`config.mk`:
```
export PLATFORM = sky130hd
export DESIGN_NAME = dff_pipe
export DESIGN_NICKNAME = d
export VERILOG_FILES = /design/src/rtl/dff_pkg.sv /design/src/rtl/dff_pipe_stage.sv /design/src/rtl/dff_pipe.sv
export SDC_FILE = /design/constraint.sdc
export NUM_CORES = 1
export LEC_CHECK = 0
export ABC_CLOCK_PERIOD_IN_PS = 2600
export CAP_MARGIN = 20
export CORE_ASPECT_RATIO = 1.2
export CORE_MARGIN = 4
export CORE_UTILIZATION = 40
export CTS_BUF_LIST = sky130_fd_sc_hd__clkbuf_16
export DETAILED_ROUTE_END_ITERATION = 10
export HOLD_SLACK_MARGIN = 0.08
export SLEW_MARGIN = 10
export SYNTH_ARGS = -nofsm -noshare
export SYNTH_HDL_FRONTEND = slang
export SYNTH_SLANG_ARGS = --single-unit
export TNS_END_PERCENT = 50
```
`constraint.sdc`:
```
create_clock -name clk -period 2.6 [get_ports clk]
set_input_delay 0.52 -clock clk [delete_from_list [all_inputs] [get_ports clk]]
set_output_delay 0.52 -clock clk [all_outputs]
set_load 0.02 [all_outputs]
```
`src/rtl/dff_pkg.sv`:
```
// Shared constants and helpers for the elastic register pipeline.
// The occupancy port is present only when DFF_PIPE_OCC_EN is defined.
package dff_pkg;

    localparam int DEF_WIDTH  = 8;
    localparam int DEF_STAGES = 3;

    // Bits needed to count 0..stages valid entries.
    function automatic int occ_width(input int stages);
        return (stages < 1) ? 1 : $clog2(stages + 1);
    endfunction

endpackage

```
`src/rtl/dff_pipe_stage.sv`:
```
// One pipeline slice: a valid flag plus a data word, loaded when the ready chain allows.
// Data only captures on a valid source, so bubbles never overwrite held data.
module dff_pipe_stage #(
    parameter int               WIDTH     = 8,
    parameter logic [WIDTH-1:0] RESET_VAL = '0
) (
    input  logic             clk,
    input  logic             rst_n,
    input  logic             flush,
    input  logic             load,
    input  logic             src_valid,
    input  logic [WIDTH-1:0] src_data,
    output logic             valid,
    output logic [WIDTH-1:0] data
);

    always_ff @(posedge clk or negedge rst_n) begin
        if (!rst_n) begin
            valid <= 1'b0;
            data  <= RESET_VAL;
        end else if (flush) begin
            valid <= 1'b0;
        end else if (load) begin
            valid <= src_valid;
            if (src_valid) begin
                data <= src_data;
            end
        end
    end

endmodule

```
`src/rtl/dff_pipe.sv`:
```
// Elastic STAGES-deep register pipeline with valid/ready flow control, bubble collapsing
// and synchronous flush. Define DFF_PIPE_OCC_EN to add the registered occupancy counter.
module dff_pipe
    import dff_pkg::*;
#(
    parameter int               WIDTH     = DEF_WIDTH,
    parameter int               STAGES    = DEF_STAGES,
    parameter logic [WIDTH-1:0] RESET_VAL = '0
) (
    input  logic             clk,
    input  logic             rst_n,
    input  logic             flush,
    input  logic             in_valid,
    output logic             in_ready,
    input  logic [WIDTH-1:0] in_data,
    output logic             out_valid,
    input  logic             out_ready,
    output logic [WIDTH-1:0] out_data
`ifdef DFF_PIPE_OCC_EN
    ,
    output logic [occ_width(STAGES)-1:0] occupancy
`endif
);

    logic [STAGES:0]   rdy;
    logic [STAGES-1:0] vld;
    logic [WIDTH-1:0]  dat [STAGES];

    // A stage may load when it is empty or its successor is moving: stalls stop at bubbles.
    assign rdy[STAGES] = out_ready;

    for (genvar i = 0; i < STAGES; i++) begin : g_stage
        logic             src_valid;
        logic [WIDTH-1:0] src_data;

        if (i == 0) begin : g_head
            assign src_valid = in_valid;
            assign src_data  = in_data;
        end else begin : g_body
            assign src_valid = vld[i-1];
            assign src_data  = dat[i-1];
        end

        assign rdy[i] = !vld[i] | rdy[i+1];

        dff_pipe_stage #(
            .WIDTH    (WIDTH),
            .RESET_VAL(RESET_VAL)
        ) u_stage (
            .clk      (clk),
            .rst_n    (rst_n),
            .flush    (flush),
            .load     (rdy[i]),
            .src_valid(src_valid),
            .src_data (src_data),
            .valid    (vld[i]),
            .data     (dat[i])
        );
    end

    assign in_ready  = rdy[0] & !flush;
    assign out_valid = vld[STAGES-1];
    assign out_data  = dat[STAGES-1];

`ifdef DFF_PIPE_OCC_EN
    localparam int OW = occ_width(STAGES);

    logic          acc;
    logic          cons;
    logic [OW-1:0] occ_q;

    assign acc  = in_valid & in_ready;
    assign cons = out_valid & out_ready;

    always_ff @(posedge clk or negedge rst_n) begin
        if (!rst_n) begin
            occ_q <= '0;
        end else if (flush) begin
            occ_q <= '0;
        end else if (acc && !cons) begin
            occ_q <= occ_q + OW'(1);
        end else if (cons && !acc) begin
            occ_q <= occ_q - OW'(1);
        end
    end

    assign occupancy = occ_q;
`endif

endmodule

```
==> flow_metrics.tcl <==
set metrics [dict create \
    synth_largest_area_cell "dfrtp_1" \
    leakagePower_nw 0.626 \
    antenna_found_initial 0 \
    synth-edff-count 0 \
    maxSlewHeadroom_pct 57.3 \
    drt-total-wl_um 1780 \
    cts_setup_buffers 0 \
    ctsHoldBuffers 0 \
    pin_count 23 \
    detail_route.vias_per_cell 4.79 \
    synth.avg_cell_area_um2 16.3 \
    status "finished, final reports clean" \
    netlist_area_mm2 0.00111 \
    skew_ns 0.00426 \
    criticalPathCategory "in -> out" \
    final.setup.tns_ns 0 \
    hp-class "reg -> reg" \
    ys_types 13 \
    ys_ff_latch 27 \
    reg2regPathDepth 3 \
    portBuffers 22 \
    yosysTopAreaCellShare_pct 61.0 \
    cts_buffers 3 \
    r2r-start "g_stage[2].u_stage.valid" \
    synthCells 68 \
    fmax_mhz 415 \
    ys_async_sr_fraction_pct 100 \
    fin_crit_ns 2.41 \
    cts_resized 0 \
    antenna_cells 0 \
    design_area_mm2 0.00143 \
    worstHoldStart "g_stage[1].u_stage.data[0]" \
    cap_violations 0 \
    netlist_top_cells_count "dfrtp_1, mux2_2, mux2_4, nor2_1, buf_6" \
    hold_end "g_stage[2].u_stage.data[0]" \
    seqPwrFrac_pct 45.8 \
    multiInputGateArea_um2 385 \
    syn_nets 81 \
    dieHeight_um 65.6 \
    htree_levels 1 \
    ff2ff_setup_slack_ns 0.94 \
    grt_max_degree 28 \
    cts.clk_slew.worst_paths_ns 0.07 \
    synth_seq_area_share_pct 61.0 \
    drive_gt1_share_pct 35.9 \
    clock_power_share_pct 27.6 \
    worstHoldPathCells 1 \
    cts_max_path_buffers 2 \
    wire_per_inst_um 14.2 \
    worst-endpoint-arrival_ns 1.89 \
    pwr-share-comb_pct 26.6 \
    slew_violations 0 \
    finalSetupViolCount 0 \
    worstPathMaxFanout 7 \
    sw_frac_of_total_pct 26.1 \
    crit_required_ns 2.08 \
    firstDrtPassIters 2 \
    syn_to_final_growth_pct 28.9 \
    placed_area_mm2 0.00135 \
    start_kind "primary input" \
    endpoint_kind "output pin" \
    route.detailed.drc 0 \
    synth_area_leaders "dfrtp_1, mux2_2, mux2_4, buf_6, nor3b_4" \
    clock-sinks 27 \
    grt-ovfl-total 0 \
    dieArea_mm2 0.00368 \
    p_int_w 0.000939 \
    via_count 599 \
    die_w_um 56.0 \
    place.gp.congestion 0.653 \
    peakVddDrop_uv 443 \
    drtAntennaViolNets 0 \
    pwr_density_cell_mw_per_mm2 891 \
    tightestPinTransition_ns 0.641 \
    clkLatencyLatePin_ns 0.26 \
    coreArea_mm2 0.00260 \
    root_buffer "clkbuf_16" \
    fp-row-count 20 \
    switchingPower_w 0.000332 \
    grt_pass1_wl_um 2970 \
    final_hold_viol_count 0 \
    initial_core_util_pct 42.5 \
    yosysMostFrequentCell "dfrtp_1" \
    ys.flop_type "dfrtp_1" \
    post-route-period-util_pct 92.6 \
    regArea_um2 676 \
    yosys_warnings 0 \
    grt_pass1_vias 625 \
    rr_endpoint "g_stage[0].u_stage.data[1]" \
    nNetsFinal 106 \
    cts_tree "yes" \
    grt_usage_pct 10.9 \
    drtIter0Drc 7 \
    dpl.hpwl_um 1180 \
    n_fill_cell 232 \
    rsz0062_at_grt "no" \
]
==> sequential cells by signal (all words and copies together), names as in the netlist <==
signal                 cells
g_stage.u_stage.valid      3
g_stage.u_stage.data      24
==> worst max path at each step <==
| stage | startpoint | end | cells after the start |
|---|---|---|---|
| 2_1_floorplan | g_stage[2].u_stage.valid | in_ready | 3 |
| 3_3_place_gp | out_ready | in_ready | 4 |
| 3_5_place_dp | out_ready | in_ready | 4 |
| 4_1_cts | out_ready | in_ready | 4 |
| 5_1_grt | out_ready | in_ready | 4 |
| 6_report | out_ready | in_ready | 4 |
==> final cells by class <==
cell class / instances / share of cell area (%)
Clock buffer: 3 / 5.26
Clock inverter: 1 / 0.526
Inverter: 2 / 0.526
Multi-Input combinational cell: 35 / 27.0
Sequential cell: 27 / 47.3
Tap cell: 33 / 2.89
Timing Repair Buffer: 24 / 16.5
==> cells in the final DEF (no fill, tap or decap), types with 2 or more instances in the layout <==
cell,n
inv_1,2
clkdlybuf4s50_1,22
clkbuf_16,3
mux2_2,16
nor2_1,4
mux2_4,8
a31oi_1,2
buf_4,2
dfrtp_1,27
==> critical path, cell delays in order <==
cell,delay (ns)
clkdlybuf4s50_1,0.51
nor2b_4,0.08
a31oi_1,0.16
clkdlybuf4s50_1,0.62
==> logic make-up after synthesis <==
group	synth area share (%)
flip-flops	61.0
multiplexers	27.1
AND/OR/NAND/NOR	4.29
buffers and inverters	4.18
AO/OA/AOI/OAI	3.39
==> stage by stage <==
stage          hold slack (ns)  power, W  util (%)  std cells  setup WS [ns]
2_1_floorplan            0.224  0.000770         -         68          0.977
3_3_place_gp             0.483  0.000923      51.7        121          0.199
3_5_place_dp             0.490  0.000933      51.7        121          0.187
4_1_cts                  0.500   0.00129      54.9        125          0.181
5_1_grt                  0.509   0.00133      54.9        125         0.0908
6_report                 0.501   0.00127      54.9        125          0.192
==> layer usage <==
metal / vias to the layer above / part of all wire (%) / track usage (%)
met5: - / 0 / 0
met4: 0 / 2.4 / 6.23
met3: 4 / 5.5 / 3.34
met2: 17 / 48 / 17.8
met1: 294 / 44 / 12.6
li1: 284 / - / -
==> power by group through the flow <==
stage,clock network (W),registers [W],logic (W)
after floorplan,0,0.000646,0.000125
after global placement,0,0.000585,0.000338
after detailed placement,0,0.000590,0.000343
after CTS,0.000357,0.000584,0.000345
after global routing,0.000376,0.000595,0.000360
final,0.000350,0.000582,0.000339
Note: power is estimated with default switching activity, not from simulation.
==> RTL edit 1: new RTL, same flow settings <==
Build with the macro `DFF_PIPE_OCC_EN` defined.
--- a/src/rtl/dff_pipe.sv
+++ b/src/rtl/dff_pipe.sv
@@ -1,5 +1,7 @@
 // Elastic STAGES-deep register pipeline with valid/ready flow control, bubble collapsing
 // and synchronous flush. Define DFF_PIPE_OCC_EN to add the registered occupancy counter.
+`define DFF_PIPE_OCC_EN
+
 module dff_pipe
     import dff_pkg::*;
 #(
Formal check against the unedited RTL (old outputs only; new: occupancy): equivalent (Yosys induction, for registers that start in step).
==> RTL edit 1 against the unedited design <==
Routed wire length is 16% higher; clock skew is 0.0013 ns lower; setup slack worse by 0.086 ns; via count is 21% higher; cell area is 13% higher; total power is 17% higher; sequential cell count is 2 higher; non-clock buffer count is 4 higher; register-to-register slack worse by 0.09 ns; area after synthesis is 8.0% higher; fmax is 3.4% lower; worst hold slack worse by 0.0037 ns; core utilization is 2.2 points higher.
==> RTL edit 1: results (changes against the unedited design) <==
Yosys
* **sequential fraction of the synthesis area** 60.7%, -0.35 points
* **dominant cells by area after synthesis** dfrtp_1 (61%), mux2_2 (15%), mux2_4 (10%)
* **synthesized net count** 94, +16%
* **commonest cells in the netlist** dfrtp_1 (29), mux2_2 (16), mux2_4 (8)
* **syn_area_per_cell** 14.8 sq um, -9.3%
* **distinct cell type count after synthesis** 17, +4

Pwr
* **switching portion of total power** 25.0%, -1.1 points
* **standby leakage power** 0.724 nW, +16%
* **worst voltage drop across the vdd grid** 0.609 mV, +38%

Finish
* **# nets final** 126, +19%
* **register cell area after layout** 726 sq um, +7.4%
* **fraction of layout instances using a drive strength above 1** 31.9%, -4.0 points
* **final cell count without fillers** 147, +18%
* **number of fillers in the final layout** 259, +12%

CTS
* **Root Driver** clkbuf_16
* **clock slew at the register clock pins of the worst setup and hold paths** 0.04 ns, -0.03 ns
* **clock buffers created by TritonCTS** 5, +2
* **H-tree levels** 2, +1

Worst setup path
* **Worst EP arrival** 1.97 ns, +0.08 ns
* **Max FO, Critical Path** 5, -2
* **Reg2Reg Setup Slack** 0.85 ns, -0.09 ns
* **path depth of the worst reg2reg path** 5, +2
* **reg-to-reg endpoint** g_stage[0].u_stage.data[4]
* **termination of the worst setup path** in_ready

Min path
* **hold path endpoint** g_stage[2].u_stage.data[5]
* **HP Start** g_stage[2].u_stage.data[5]

Global routing
* **met3 Track Usage GR** 5.09%, +1.8 points
* **number of antenna violations at the first check in global routing** 0, unchanged
* **via count of the first global-routing pass** 739, +18%
* **largest net degree at the start of global routing** 30, +7.1%
* **met2 usage in global routing** 18.4%, +0.53 points

Outcome
* **run status** finished clean

Placement
* **DPL Wire Length** 1420 um, +20%
* **dpl cells** 140, +16%
* **final weighted congestion in routability-driven placement** 0.718, +9.9%
* **pre-CTS worst setup slack** 0.113 ns, -0.0734 ns
* **PortBufs** 24, +9.1%

Routing
* **overall via count from detail_route** 723, +21%

STA
* **slew at the pin closest to its max-slew limit** 0.467 ns, -0.174 ns
* **Worst Clk Skew** 0.00296 ns, -0.00130 ns
* **time the worst path needs with I/O delays and setup** 2.49 ns, +0.0857 ns

RTL edit 1: cell types whose count changed after synthesis, moves of 2 or more:
cell and change:
inv_1 -2, a21oi_1 +2, or3b_1 +2, nor3_1 +3, nor2_1 +3, nand2_1 +3
dfrtp_1 +2, buf_6 -2
RTL edit 1: cell families after synthesis:
family	Yosys count	synth area share [%]
buffers and inverters	3	1.78
DFF	29	60.7
xor gates and xnor gates	1	0.732
muxes	24	25.1
and+or+nand+nor	18	8.58
AOI/OAI and AO/OA	6	3.14
RTL edit 1: power groups by stage:
stage                     clock (W)  sequential (W)  combinational, W
after global placement            0        0.000622          0.000360
after CTS                  0.000526        0.000622          0.000365
final                      0.000509        0.000621          0.000358
after floorplan                   0        0.000687          0.000129
after global routing       0.000545        0.000635          0.000378
after detailed placement          0        0.000628          0.000365
RTL edit 1: layout make-up:
| cell class | count | area share (%) |
|---|---|---|
| sequential | 29 | 44.8 |
| clock buffer | 5 | 7.72 |
| clock inverter | 2 | 0.463 |
| multi-input combinational | 49 | 27.7 |
| tap | 34 | 2.63 |
| timing repair buffer | 28 | 16.7 |
RTL edit 1: worst max-delay path, cell delays in order:
cell	delay, ns
clkdlybuf4s50_1	0.52
nor2b_4	0.07
and3_4	0.18
nor2_1	0.08
clkdlybuf4s50_1	0.60
RTL edit 1: per-layer routing:
layer | wire, um | vias to the layer above
met5 | 0 | -
li1 | - | 343
met2 | 961 | 23
met1 | 909 | 350
met3 | 124 | 7
met4 | 61 | 0
==> RTL edit 2: new RTL, config.mk and constraints unchanged <==
Without the edit above. Set the package constant `DEF_STAGES` to 2 (it was 3).
--- a/src/rtl/dff_pkg.sv
+++ b/src/rtl/dff_pkg.sv
@@ -3,7 +3,7 @@
 package dff_pkg;
 
     localparam int DEF_WIDTH  = 8;
-    localparam int DEF_STAGES = 3;
+    localparam int DEF_STAGES = 2;
 
     // Bits needed to count 0..stages valid entries.
     function automatic int occ_width(input int stages);
Check against the original RTL: not equivalent (Yosys sat finds a counterexample within 4 cycles, from zero or initial values and one cycle with rst_n low).
==> RTL edit 2 against the unedited design <==
Sequential share of layout area decreased by 4.6 points; largest cell class unchanged; sequential cell count down 9; total power down 29%; worst hold slack barely moved; routed wire length shrank 31%; setup slack got worse by 0.014 ns; cell area decreased by 26%; core utilization grew 7.9 points; count of clock-buffer cells in the layout stayed put; area after synthesis down 34%; die area fell by 30%.
==> RTL edit 2: results (changes against the unedited design) <==
Yosys
* **post-synthesis compound-gate area fraction** 0%, -3.4 points
* **commonest cells in the netlist** dfrtp_1 (18), mux2_2 (8), mux2_4 (8)
* **distinct cell type count after synthesis** 9, -4
* **synthesized net count** 57, -30%
* **dominant cells by area after synthesis** dfrtp_1 (62%), mux2_4 (16%), mux2_2 (12%)
* **gate count after technology mapping** 44, -35%
* **multiplexer share of the synthesized area** 28.8%, +1.7 points

Global routing
* **met3 Track Usage GR** 1.97%, -1.4 points
* **met1 usage in global routing** 12.9%, +0.25 points
* **via count of the first global-routing pass** 485, -22%
* **met2 usage in global routing** 18.3%, +0.49 points
* **wire length of the first global-routing pass** 1950 um, -34%
* **Global Route Usage Sum** 10.6%, -0.25 points
* **largest net degree at the start of global routing** 19, -32%

Finish
* **fraction of layout instances using a drive strength above 1** 32.4%, -3.5 points
* **area taken by multi-input logic gates** 268 sq um, -31%
* **Final clock-cell share** 7.47%, +1.7 points
* **flip-flop and latch count** 18, -33%
* **Non-clk invs** 0, -2
* **biggest registers after layout** g_stage.u_stage.data x16, g_stage.u_stage.valid x2
* **Util after Layout** 62.7%, +7.9 points
* **Seq area share** 42.7%, -4.6 points
* **number of fillers in the final layout** 130, -44%
* **multi-input gates** 25, -29%
* **data-path buffer share of cell area in the final layout** 22.3%, +5.8 points

Floorplanning
* **die width** 47.0 um, -16%

Placement
* **pre-CTS worst setup slack** 0.168 ns, -0.0190 ns
* **dpl cells** 85, -30%
* **final weighted congestion in routability-driven placement** 0.656, +0.44%
* **DPL Wire Length** 920 um, -22%
* **area post-placement** 976 sq um, -27%

CTS
* **clock slew at the register clock pins of the worst setup and hold paths** 0.05 ns, -0.02 ns
* **clock buffers created by TritonCTS** 3, unchanged
* **clock latency on the worst-skew pair** 0.24 ns, -0.02 ns
* **H-tree levels** 1, unchanged

Routing
* **count of routing violations after the opening detailed-route iteration** 2, -5
* **mean routed wirelength per cell** 13.7 um, -3.7%
* **detailed-route vias per instance** 4.99, +4.1%
* **wire length the detailed router placed on met1** 560 um, -29%
* **overall via count from detail_route** 444, -26%
* **highest routed metal layer** met3
* **wire length on met2** 576 um, -32%

Pwr
* **standby leakage power** 0.481 nW, -23%
* **clock network fraction of design power** 33.1%, +5.5 points
* **internal power contribution** 0.000683 W, -27%
* **total power per unit cell area** 853 nW/um^2, -4.2%
* **combinational share of power** 26.1%, -0.5 points
* **worst voltage drop across the vdd grid** 0.401 mV, -9.5%

STA
* **normalized max-slew margin** 48.2%, -9.1 points
* **Worst Clk Skew** 0.00332 ns, -0.000933 ns

Outcome
* **run status** finished clean

Worst setup path
* **Max FO, Critical Path** 3, -4

[RTL edit 2: changes by cell type in the layout (fill, tap and decap cells not counted), moves of 2 or more]
cell	delta
a31oi_1	-2
inv_1	-2
dfrtp_1	-9
mux2_2	-8
[RTL edit 2: path summary, 6_finish.rpt]
check / depth (start not counted) / slack (ns) / startpoint / end
worst max-delay path: 4 / 0.18 / out_ready / in_ready
worst min-delay path: 1 / 0.50 / g_stage[1].u_stage.data[0] / g_stage[1].u_stage.data[0]
worst max register to register: 3 / 0.89 / g_stage[0].u_stage.valid / g_stage[0].u_stage.data[4]
worst min register to register: 1 / 0.50 / g_stage[1].u_stage.data[0] / g_stage[1].u_stage.data[0]
max in group asynchronous: 1 / 1.38 / rst_n / g_stage[1].u_stage.data[4]
min in group asynchronous: 1 / 0.73 / rst_n / g_stage[1].u_stage.data[5]
[RTL edit 2: critical path, stage by stage]
cell and delay (ns):
clkdlybuf4s50_1 0.46, and3b_2 0.22, nor2_1 0.09, clkdlybuf4s50_1 0.61
